File: src/rtl/encoder_alu_pkg.sv
// Shared ALU operation encoding: address type, one-hot select codes and the
// encode table used by both this encoder and the ALU decoder.
package encoder_alu_pkg;

   typedef logic [2:0] alu_addr_t;

   localparam logic [7:0] ALU_CODE_0 = 8'h00;
   localparam logic [7:0] ALU_CODE_1 = 8'h01;
   localparam logic [7:0] ALU_CODE_2 = 8'h02;
   localparam logic [7:0] ALU_CODE_3 = 8'h04;
   localparam logic [7:0] ALU_CODE_4 = 8'h08;
   localparam logic [7:0] ALU_CODE_5 = 8'h10;
   localparam logic [7:0] ALU_CODE_6 = 8'h20;
   localparam logic [7:0] ALU_CODE_7 = 8'h40;

   localparam alu_addr_t ALU_ADDR_INVALID = 3'd0;

   typedef enum logic [1:0] {
      OCC_EMPTY = 2'd0,
      OCC_ONE   = 2'd1,
      OCC_FULL  = 2'd2
   } occ_e;

   typedef struct packed {
      alu_addr_t addr;
      logic      err;
   } alu_entry_t;

   // 8'h80 and any multi-bit pattern fall through to the invalid entry.
   function automatic alu_entry_t encodeSel(input logic [7:0] sel);
      alu_entry_t e;
      e.addr = ALU_ADDR_INVALID;
      e.err  = 1'b0;
      case (sel)
         ALU_CODE_0: e.addr = 3'd0;
         ALU_CODE_1: e.addr = 3'd1;
         ALU_CODE_2: e.addr = 3'd2;
         ALU_CODE_3: e.addr = 3'd3;
         ALU_CODE_4: e.addr = 3'd4;
         ALU_CODE_5: e.addr = 3'd5;
         ALU_CODE_6: e.addr = 3'd6;
         ALU_CODE_7: e.addr = 3'd7;
         default:    e.err  = 1'b1;
      endcase
      return e;
   endfunction

endpackage

File: src/rtl/alu_skid_fifo2.sv
// Two-entry in-order buffer; pushReady depends only on registered state so
// the upstream never sees a combinational path from popReady.
module alu_skid_fifo2
   import encoder_alu_pkg::*;
#(
   parameter int DW = 4
) (
   input  logic          clk,
   input  logic          rst,
   input  logic          pushValid_i,
   input  logic [DW-1:0] pushData_i,
   output logic          pushReady_o,
   output logic          popValid_o,
   output logic [DW-1:0] popData_o,
   input  logic          popReady_i
);

   occ_e          occ_q, occ_d;
   logic [DW-1:0] head_q, head_d;
   logic [DW-1:0] tail_q, tail_d;
   logic          readyEn_q;
   logic          doPush, doPop;

   // readyEn_q keeps pushReady low on the reset edge and raises it one edge later.
   assign pushReady_o = readyEn_q && (occ_q != OCC_FULL);
   assign popValid_o  = (occ_q != OCC_EMPTY);
   assign popData_o   = popValid_o ? head_q : '0;
   assign doPush      = pushValid_i && pushReady_o;
   assign doPop       = popValid_o && popReady_i;

   // Occupancy next-state and head/tail steering for push, pop or both.
   always_comb begin
      occ_d  = occ_q;
      head_d = head_q;
      tail_d = tail_q;
      case (occ_q)
         OCC_EMPTY: begin
            if (doPush) begin
               head_d = pushData_i;
               occ_d  = OCC_ONE;
            end
         end
         OCC_ONE: begin
            if (doPush && doPop) begin
               head_d = pushData_i;
            end else if (doPush) begin
               tail_d = pushData_i;
               occ_d  = OCC_FULL;
            end else if (doPop) begin
               occ_d  = OCC_EMPTY;
            end
         end
         OCC_FULL: begin
            if (doPop) begin
               head_d = tail_q;
               occ_d  = OCC_ONE;
            end
         end
         default: occ_d = OCC_EMPTY;
      endcase
   end

   always_ff @(posedge clk) begin
      if (rst) begin
         occ_q     <= OCC_EMPTY;
         head_q    <= '0;
         tail_q    <= '0;
         readyEn_q <= 1'b0;
      end else begin
         occ_q     <= occ_d;
         head_q    <= head_d;
         tail_q    <= tail_d;
         readyEn_q <= 1'b1;
      end
   end

endmodule

File: src/rtl/encoder_alu.sv
// One-hot ALU select encoder feeding a 2-entry buffer, with a saturating
// counter of accepted invalid select vectors.
module encoder_alu
   import encoder_alu_pkg::*;
#(
   parameter int CNT_W = 8
) (
   input  logic             clk,
   input  logic             rst,
   input  logic [7:0]       sel_vec,
   input  logic             in_valid,
   output logic             in_ready,
   output logic [2:0]       address,
   output logic             err,
   output logic             out_valid,
   input  logic             out_ready,
   output logic [CNT_W-1:0] err_count
);

   localparam logic [CNT_W-1:0] CNT_ONE = 1;
   localparam logic [CNT_W-1:0] CNT_MAX = '1;

   alu_entry_t        encoded;
   logic [3:0]        headBits;
   logic [CNT_W-1:0]  errCount_q, errCount_d;

   assign encoded = encodeSel(sel_vec);

   alu_skid_fifo2 #(
      .DW($bits(alu_entry_t))
   ) uFifo (
      .clk         (clk),
      .rst         (rst),
      .pushValid_i (in_valid),
      .pushData_i  (encoded),
      .pushReady_o (in_ready),
      .popValid_o  (out_valid),
      .popData_o   (headBits),
      .popReady_i  (out_ready)
   );

   assign address   = headBits[3:1];
   assign err       = headBits[0];
   assign err_count = errCount_q;

   // Count only invalid codes that are actually accepted; stick at the maximum.
   always_comb begin
      errCount_d = errCount_q;
      if (in_valid && in_ready && encoded.err && (errCount_q != CNT_MAX)) begin
         errCount_d = errCount_q + CNT_ONE;
      end
   end

   always_ff @(posedge clk) begin
      if (rst) begin
         errCount_q <= '0;
      end else begin
         errCount_q <= errCount_d;
      end
   end

endmodule

File: config.mk
export PLATFORM = sky130hd
export DESIGN_NAME = encoder_alu
export DESIGN_NICKNAME = d
export VERILOG_FILES = /design/src/rtl/encoder_alu_pkg.sv /design/src/rtl/alu_skid_fifo2.sv /design/src/rtl/encoder_alu.sv
export SDC_FILE = /design/constraint.sdc
export NUM_CORES = 1
export LEC_CHECK = 0
export ABC_AREA = 0
export CAP_MARGIN = 15
export CORE_AREA = 5 5 59 61
export DETAILED_ROUTE_END_ITERATION = 7
export DIE_AREA = 0 0 64 66
export HOLD_SLACK_MARGIN = 0.03
export MAX_ROUTING_LAYER = met4
export SETUP_SLACK_MARGIN = 0.2
export SYNTH_ARGS = -nofsm -noshare
export SYNTH_HDL_FRONTEND = slang
export SYNTH_SLANG_ARGS = --single-unit
File: constraint.sdc
create_clock -name clk -period 4.4 [get_ports clk]
set_input_delay 0.66 -clock clk [delete_from_list [all_inputs] [get_ports clk]]
set_output_delay 0.66 -clock clk [all_outputs]
set_load 0.01 [all_outputs]
---- Word-level counts from Yosys, hierarchy flattened ----
Index checks and enable logic that the tools add are counted.
storage, ports and cells
  logic and storage cells ................. 51
  register bits ........................... 19
  input port bits ......................... 12
cells by class
  muxes and demuxes ....................... 14
  add/sub/neg operators ................... 1
  eq/ne operators ......................... 16
  bitwise logic cells ..................... 1
  reduce and logical (&&, ||, !) cells .... 14
operator list
  cell                   number
  $pmux W3 S7            1
  $mux W4                4
  $pmux W4 S3            1
  $mux W2                5
  $add A8 B1 Y8 const B  1
  $eq A8 B1 Y1 const B   1
  $eq A8 B2 Y1 const B   1
  $eq A8 B3 Y1 const B   1
  $eq A8 B4 Y1 const B   1
  $eq A8 B5 Y1 const B   1
  $eq A8 B6 Y1 const B   1
  $eq A8 B7 Y1 const B   1
  $logic_not A8 Y1       1
  $ne A8 B8 Y1 const B   1
  $reduce_and A4 Y1      2
  $reduce_or A8 Y1       1
  $logic_and A1 B1 Y1    6
  $ne A2 B1 Y1 const B   3
  $pmux W2 S3            1
  $ne A2 B2 Y1 const B   2
  $ne A3 B1 Y1 const B   1
  $reduce_and A3 Y1      1
  $reduce_bool A3 Y1     1
  $eq A2 B1 Y1 const B   1
  other kinds (5)        6

---- Logic depth before layout (Yosys ltp) ----
Gate-level depths: netlist (run 1).
  depth after elaboration ................. 6
  mapped depth ............................ 8

---- Modules after synthesis ----
A second synthesis (run 1) with hierarchy kept.
unflattened totals
  cells, all modules ...................... 131
  area, all modules ....................... 1179.9 um^2
modules (own cells, without submodules)
  module          times used  seq. area each (um^2)  cells an instance  area each (um^2)
  encoder_alu     1           160.2                  76                 640.6
  alu_skid_fifo2  1           220.2                  55                 539.3

---- Least setup slack after synthesis (run 1) ----
No wires, ideal clock.
  kind .................................... input -> register
  from .................................... input port sel_vec[6]
  to ...................................... register errCount_q[6], in the netlist err_count[6]
  arrival ................................. 2116 ps
  required time ........................... 4277 ps
  stages .................................. 7
  slack ................................... 2160 ps
  path through ............................ buf_2 > xnor2_1 > nor3_1 > o311a_1 > clkbuf_1 > nor4_1 > mux2_1
on the way
  word-level cells in the longest chain between the ends .. 5
  elaborated cells on any way between the ends .. 12
ends and longest elaborated chain
  element                                     RTL line               source
  from (decl)                                 encoder_alu.sv:10      input logic [7:0] sel_vec,
  $eq A8 B7 Y1, or another cell as far along  encoder_alu_pkg.sv:34  case (sel)
  $reduce_or A8 Y1 (no source line) (*)       --
  $mux W1 (*)                                 encoder_alu_pkg.sv:34
  $logic_and A1 B1 Y1 (*) (2 in a row)        encoder_alu.sv:49      if (in_valid && in_ready && encoded.err && (errCount_q != CNT_MAX)) begin
  to (signal assigned)                        encoder_alu.sv:58      errCount_q <= errCount_d;
  to (decl)                                   encoder_alu.sv:25      logic [CNT_W-1:0] errCount_q, errCount_d;
Mark *: on every way between the ends. The rest lies on a longest branch, timed or not.
A chain may end at the register's enable or synchronous reset.

---- Worst setup path in the final report (run 1) ----
Ends and elaborated chain as after synthesis.

==> results of run 1 <==
-- Yosys cell counts, drive strengths merged --
master and n:
nor4 3, nand4 2, nand3b 2, mux2i 2, xnor2 1, nor3 5
a31oi 2, maj3 1, o22a 1, ha 1, xor2 2, nor4b 2
a22oi 1, o311a 2, and2 1, a211oi 1, clkbuf 5, nor2b 10
o21a 1, or4 5, nor3b 2, or3 4, o21ai 9, a21oi 9
inv 3, dfxtp 19, nand2b 1, buf 4, mux2 1, or3b 1
nand3 4, a311oi 2, nand2 9, nor2 16, o31ai 5
-- metrics by stage --
stage	cells	cell area [um2]
final	192	1370
after detailed placement	188	1350
after global routing	192	1370
after floorplan	139	1090
after global placement	188	1350
after CTS	192	1370
-- sequential cells by signal, summed over array words and instances, names as in the netlist --
register,count
err_count,8
uFifo.head_q,4
uFifo.occ_q,2
uFifo.readyEn_q,1
uFifo.tail_q,4
-- worst max-delay path, cell delays in order --
cell and delay, ns:
clkdlybuf4s50_1 0.69, xnor2_1 0.16, nor3_1 0.06, o311a_1 0.54, nor4_1 0.39, mux2_1 0.35
-- area by class of cell --
type	instances	area [um2]
fill	293	1550
multi-input combinational	108	663
sequential	19	380
timing repair buffer	25	250
tap	33	41.3
clock buffer	3	22.5
inverter	3	11.3
clock inverter	1	5.00
-- path summary, 6_finish.rpt --
check / depth (start not counted) / startpoint / to
setup / recovery: 6 / sel_vec[6] / err_count[6]
hold / removal: 2 / uFifo.tail_q[1] / uFifo.head_q[1]
setup reg to reg: 6 / err_count[0] / err_count[5]
hold reg to reg: 2 / uFifo.tail_q[1] / uFifo.head_q[1]
-- layer usage --
layer	vias to the layer above	wire (um)	track usage
li1	550	-	-
met2	24	1150	0.201
met4	0	68	0.0779
met1	497	1230	0.175
met5	-	0	-
met3	5	79	0.0102
-- power groups by stage --
stage | Clock, uW | Combinational [uW] | Sequential, uW
5_1_grt | 104 | 59.2 | 182
3_5_place_dp | 0 | 53.2 | 185
2_1_floorplan | 0 | 29.8 | 184
6_report | 91.4 | 53.5 | 181
4_1_cts | 96.9 | 53.4 | 181
3_3_place_gp | 0 | 52.1 | 185
-- kinds of logic after synthesis --
logic type	synth area share
multiplexers	0.0286
adder cells (fa/ha/maj)	0.0206
buffers and inverters	0.0447
flip-flops	0.348
XOR/XNOR	0.0241
AND/OR/NAND/NOR	0.342
AO/OA/AOI/OAI	0.191
==> flow_metrics.env, run 1 <==
export IMPL_status="completed"
export IMPL_power_frac_comb=0.164
export IMPL_dieArea_mm2=0.00422
export IMPL_overflow=0
export IMPL_htreeDepth=1
export IMPL_setup_tns_ns=0
export IMPL_hpwl_mm=1.84
export IMPL_diodes=0
export IMPL_dieHeight_um=66
export IMPL_clock_fmax_mhz=376
export IMPL_synth_top_area_share=0.348
export IMPL_power_internal_uw=238
export IMPL_synth_area_top_cells="dfxtp_1 (35%), nor2b_1 (5.7%), nor2_1 (5.5%)"
export IMPL_maxSlewHeadroom=0.438
export IMPL_nets=173
export IMPL_globalplace_congestion=0.872
export IMPL_grt_util_all_layers=0.134
export IMPL_rsz0062_at_grt="no"
export IMPL_clk_latency_ns=0.31
export IMPL_hp_class="register to register"
export IMPL_grt_max_degree=20
export IMPL_mostFrequentLayoutCell="clkdlybuf4s50_1"
export IMPL_cts_resized=0
export IMPL_drcViolationCount=0
export IMPL_syn_area_mm2=0.00109
export IMPL_drtIter0Drc=58
export IMPL_cts_sinks=19
export IMPL_leakage_uw=0.000461
export IMPL_ios=26
export IMPL_cp_start_kind="primary input"
export IMPL_syn_nets=152
export IMPL_required_ns=4.61
export IMPL_cp_arrival_ns=2.87
export IMPL_fin_util=0.469
export IMPL_hold_viol_final=0
export IMPL_grt_pass1_wl_mm=4.47
export IMPL_vdd_drop_max_mv=0.105
export IMPL_setup_viol=0
export IMPL_hold_slack_ns=0.487
export IMPL_cp_end_kind="register"
export IMPL_worst_setup_path_type="primary input to register"
export IMPL_root_buffer="clkbuf_4"
export IMPL_setup_slack_ns=1.74
export IMPL_core_mm2=0.00293
export IMPL_max_cap_viol_count=0
export IMPL_skew_ns=0.00402
export IMPL_sw_frac_of_total=0.271
export IMPL_start_util=0.373
export IMPL_ys_seq_area_frac=0.348
export IMPL_crit_fanout=19
export IMPL_synth_cell_type_count=38
export IMPL_sequentialPowerShare=0.555
export IMPL_r2r_slack_ns=2.44
export IMPL_clkSlewWorstSetupHoldPaths_ns=0.11
export IMPL_vias_per_cell=5.60
export IMPL_drv_slew=0
export IMPL_pre_cts_slack_ns=1.41
export IMPL_layout_common_cells="clkdlybuf4s50_1 (25), dfxtp_1 (19), nor2_1 (16)"
export IMPL_synth_area_leader_cell="dfxtp_1"
export IMPL_p_per_area_mw_per_mm2=237
export IMPL_avgRoutedWirePerCell_um=13.2
export IMPL_pwr_share_clk=0.281
export IMPL_avgSynthCellArea_um2=7.86
export IMPL_synthCells=139
export IMPL_cts_hold_buf=0
export IMPL_period_share=0.605
export IMPL_power_uw=326
export IMPL_finalCriticalPeriod_ns=2.66
export IMPL_num_vias=1076
export IMPL_tightest_slew_ns=0.836
export IMPL_cts_tree="yes"
export IMPL_cts_buffers=3
export IMPL_p_switching_uw=88.2
export IMPL_rows=20
export IMPL_area_growth_pct=25.8
export IMPL_drive_above_1_share=0.0377
export IMPL_numPortBuffers=25
export IMPL_grt_pass1_vias=960
export IMPL_clock_tree_buffer_depth=2
export IMPL_firstDrtPassIters=4
export IMPL_post_cts_buffers=0
export IMPL_antenna_left=0
export IMPL_routed_wl_mm=2.53
export IMPL_fp_dieW_um=64
export IMPL_antenna_found_initial=0
export IMPL_synth_seq_cells=19
export IMPL_synth_warnings=0
Power figures use the tool's default switching activity.
==> inputs of run 2 (changes only) <==
==> constraint.sdc (replaced) <==
create_clock -name clk -period 2.6 [get_ports clk]
set_input_delay 0.39 -clock clk [delete_from_list [all_inputs] [get_ports clk]]
set_output_delay 0.39 -clock clk [all_outputs]
set_load 0.01 [all_outputs]
==> run 2 against run 1 <==
Cell area up 3.3%. Count of clock-buffer cells in the layout unchanged. Die area did not move. Final cell count up 3.1%. Via count rose by 0.46%. Worst setup slack worse by 1.3 ns. Clock power increased by 68%. Critical path depth is the same. Power up 70%. Largest power group unchanged.
==> flow_metrics.env, run 2 (synthesis gave the netlist of run 1 again) <==
export IMPL_power_internal_uw=407
export IMPL_drcViolationCount=0
export IMPL_diodes=0
export IMPL_vias_per_cell=5.46
export IMPL_avgRoutedWirePerCell_um=12.6
export IMPL_numPortBuffers=25
export IMPL_dieHeight_um=66
export IMPL_clock_tree_buffer_depth=2
export IMPL_tightest_slew_ns=0.712
export IMPL_finalCriticalPeriod_ns=2.18
export IMPL_start_util=0.373
export IMPL_hp_class="register to register"
export IMPL_core_mm2=0.00293
export IMPL_clk_latency_ns=0.30
export IMPL_setup_tns_ns=0
export IMPL_grt_util_all_layers=0.134
export IMPL_antenna_left=0
export IMPL_rsz0062_at_grt="no"
export IMPL_drive_above_1_share=0.0727
export IMPL_fp_dieW_um=64
export IMPL_firstDrtPassIters=4
export IMPL_power_frac_comb=0.171
export IMPL_setup_viol=0
export IMPL_required_ns=2.83
export IMPL_max_cap_viol_count=0
export IMPL_pwr_share_clk=0.277
export IMPL_skew_ns=0.00545
export IMPL_largest_register_ffs=8
export IMPL_holdPathStages=2
export IMPL_sequentialPowerShare=0.552
export IMPL_cp_end_kind="register"
export IMPL_grt_pass1_vias=1032
export IMPL_critPathSlowestCell="or4_4"
export IMPL_htreeDepth=1
export IMPL_period_share=0.839
export IMPL_root_buffer="clkbuf_4"
export IMPL_hold_viol_final=0
export IMPL_critical_path_max_stage_delay_ns=0.58
export IMPL_post_cts_buffers=0
export IMPL_r2r_cells=6
export IMPL_routed_wl_mm=2.50
export IMPL_cts_tree="yes"
export IMPL_p_per_area_mw_per_mm2=391
export IMPL_worst_setup_path_type="primary input to register"
export IMPL_grt_max_degree=20
export IMPL_cts_sinks=19
export IMPL_layout_common_cells="clkdlybuf4s50_1 (25), dfxtp_1 (19), nor2_1 (16)"
export IMPL_maxSlewHeadroom=0.524
export IMPL_dieArea_mm2=0.00422
export IMPL_area_growth_pct=29.9
export IMPL_drv_slew=0
export IMPL_hpwl_mm=1.94
export IMPL_rows=20
export IMPL_nets=179
export IMPL_sw_frac_of_total=0.267
export IMPL_cp_cell_sequence="clkdlybuf4s50_1, or3_1, nor4_2, or4_4, or4_1, a21oi_1"
export IMPL_antenna_found_initial=0
export IMPL_ios=26
export IMPL_crit_fanout=6
export IMPL_cts_buffers=3
export IMPL_grt_pass1_wl_mm=4.53
export IMPL_clkSlewWorstSetupHoldPaths_ns=0.12
export IMPL_vdd_drop_max_mv=0.196
export IMPL_cts_hold_buf=0
export IMPL_cp_arrival_ns=2.41
export IMPL_fin_util=0.485
export IMPL_num_vias=1081
export IMPL_overflow=0
export IMPL_mostFrequentLayoutCell="clkdlybuf4s50_1"
export IMPL_p_switching_uw=148
export IMPL_clock_fmax_mhz=459
export IMPL_status="completed"
export IMPL_globalplace_congestion=0.859
export IMPL_leakage_uw=0.000491
export IMPL_drtIter0Drc=39
export IMPL_cp_start_kind="primary input"
export IMPL_cts_resized=0
[run 2: final timing paths]
| check | start | end | slack, ns |
|---|---|---|---|
| hold / removal | uFifo.tail_q[1] | uFifo.head_q[1] | 0.48 |
| hold reg to reg | uFifo.tail_q[1] | uFifo.head_q[1] | 0.48 |
| setup / recovery | sel_vec[2] | err_count[5] | 0.42 |
| setup reg to reg | err_count[0] | err_count[5] | 0.66 |
[run 2: routing by layer]
| metal | vias to the layer above | part of all wire | wire length [um] | track usage |
|---|---|---|---|---|
| li1 | 565 | - | - | - |
| met1 | 489 | 0.47 | 1180 | 0.171 |
| met2 | 22 | 0.47 | 1180 | 0.211 |
| met3 | 5 | 0.037 | 93 | 0.0136 |
| met4 | 0 | 0.021 | 53 | 0.0623 |
| met5 | - | 0 | 0 | - |
[run 2: power groups by stage]
| stage | clock (uW) | sequential, uW | combinational, uW |
|---|---|---|---|
| after floorplan | 0 | 312 | 50.5 |
| after global placement | 0 | 312 | 94.2 |
| after detailed placement | 0 | 313 | 96.1 |
| after CTS | 161 | 306 | 96.3 |
| after global routing | 171 | 308 | 106 |
| final | 154 | 306 | 95.0 |
[run 2: per-stage QoR]
stage                     cell area (um2)  instances  hold slack, ns  power, uW  setup slack, ns
after floorplan                      1090        139           0.454        362            0.631
after global placement               1390        194           0.466        407            0.132
after detailed placement             1390        194           0.466        409           0.0873
after CTS                            1420        198           0.484        564            0.421
after global routing                 1420        198           0.519        586            0.220
final                                1420        198           0.484        555            0.420
[run 2: critical path: cells and delay by family]
kind	cells	cell delay, ns
buffers and inverters	1	0.55
AO/OA/AOI/OAI	1	0.14
AND/OR/NAND/NOR	4	1.32
[run 2: cell type report]
type                            instances  area [um2]
Fill cell                             302        1510
Clock inverter                          1        5.00
Sequential cell                        19         380
Timing Repair Buffer                   31         295
Multi-Input combinational cell        108         663
Inverter                                3        11.3
Tap cell                               33        41.3
Clock buffer                            3        22.5
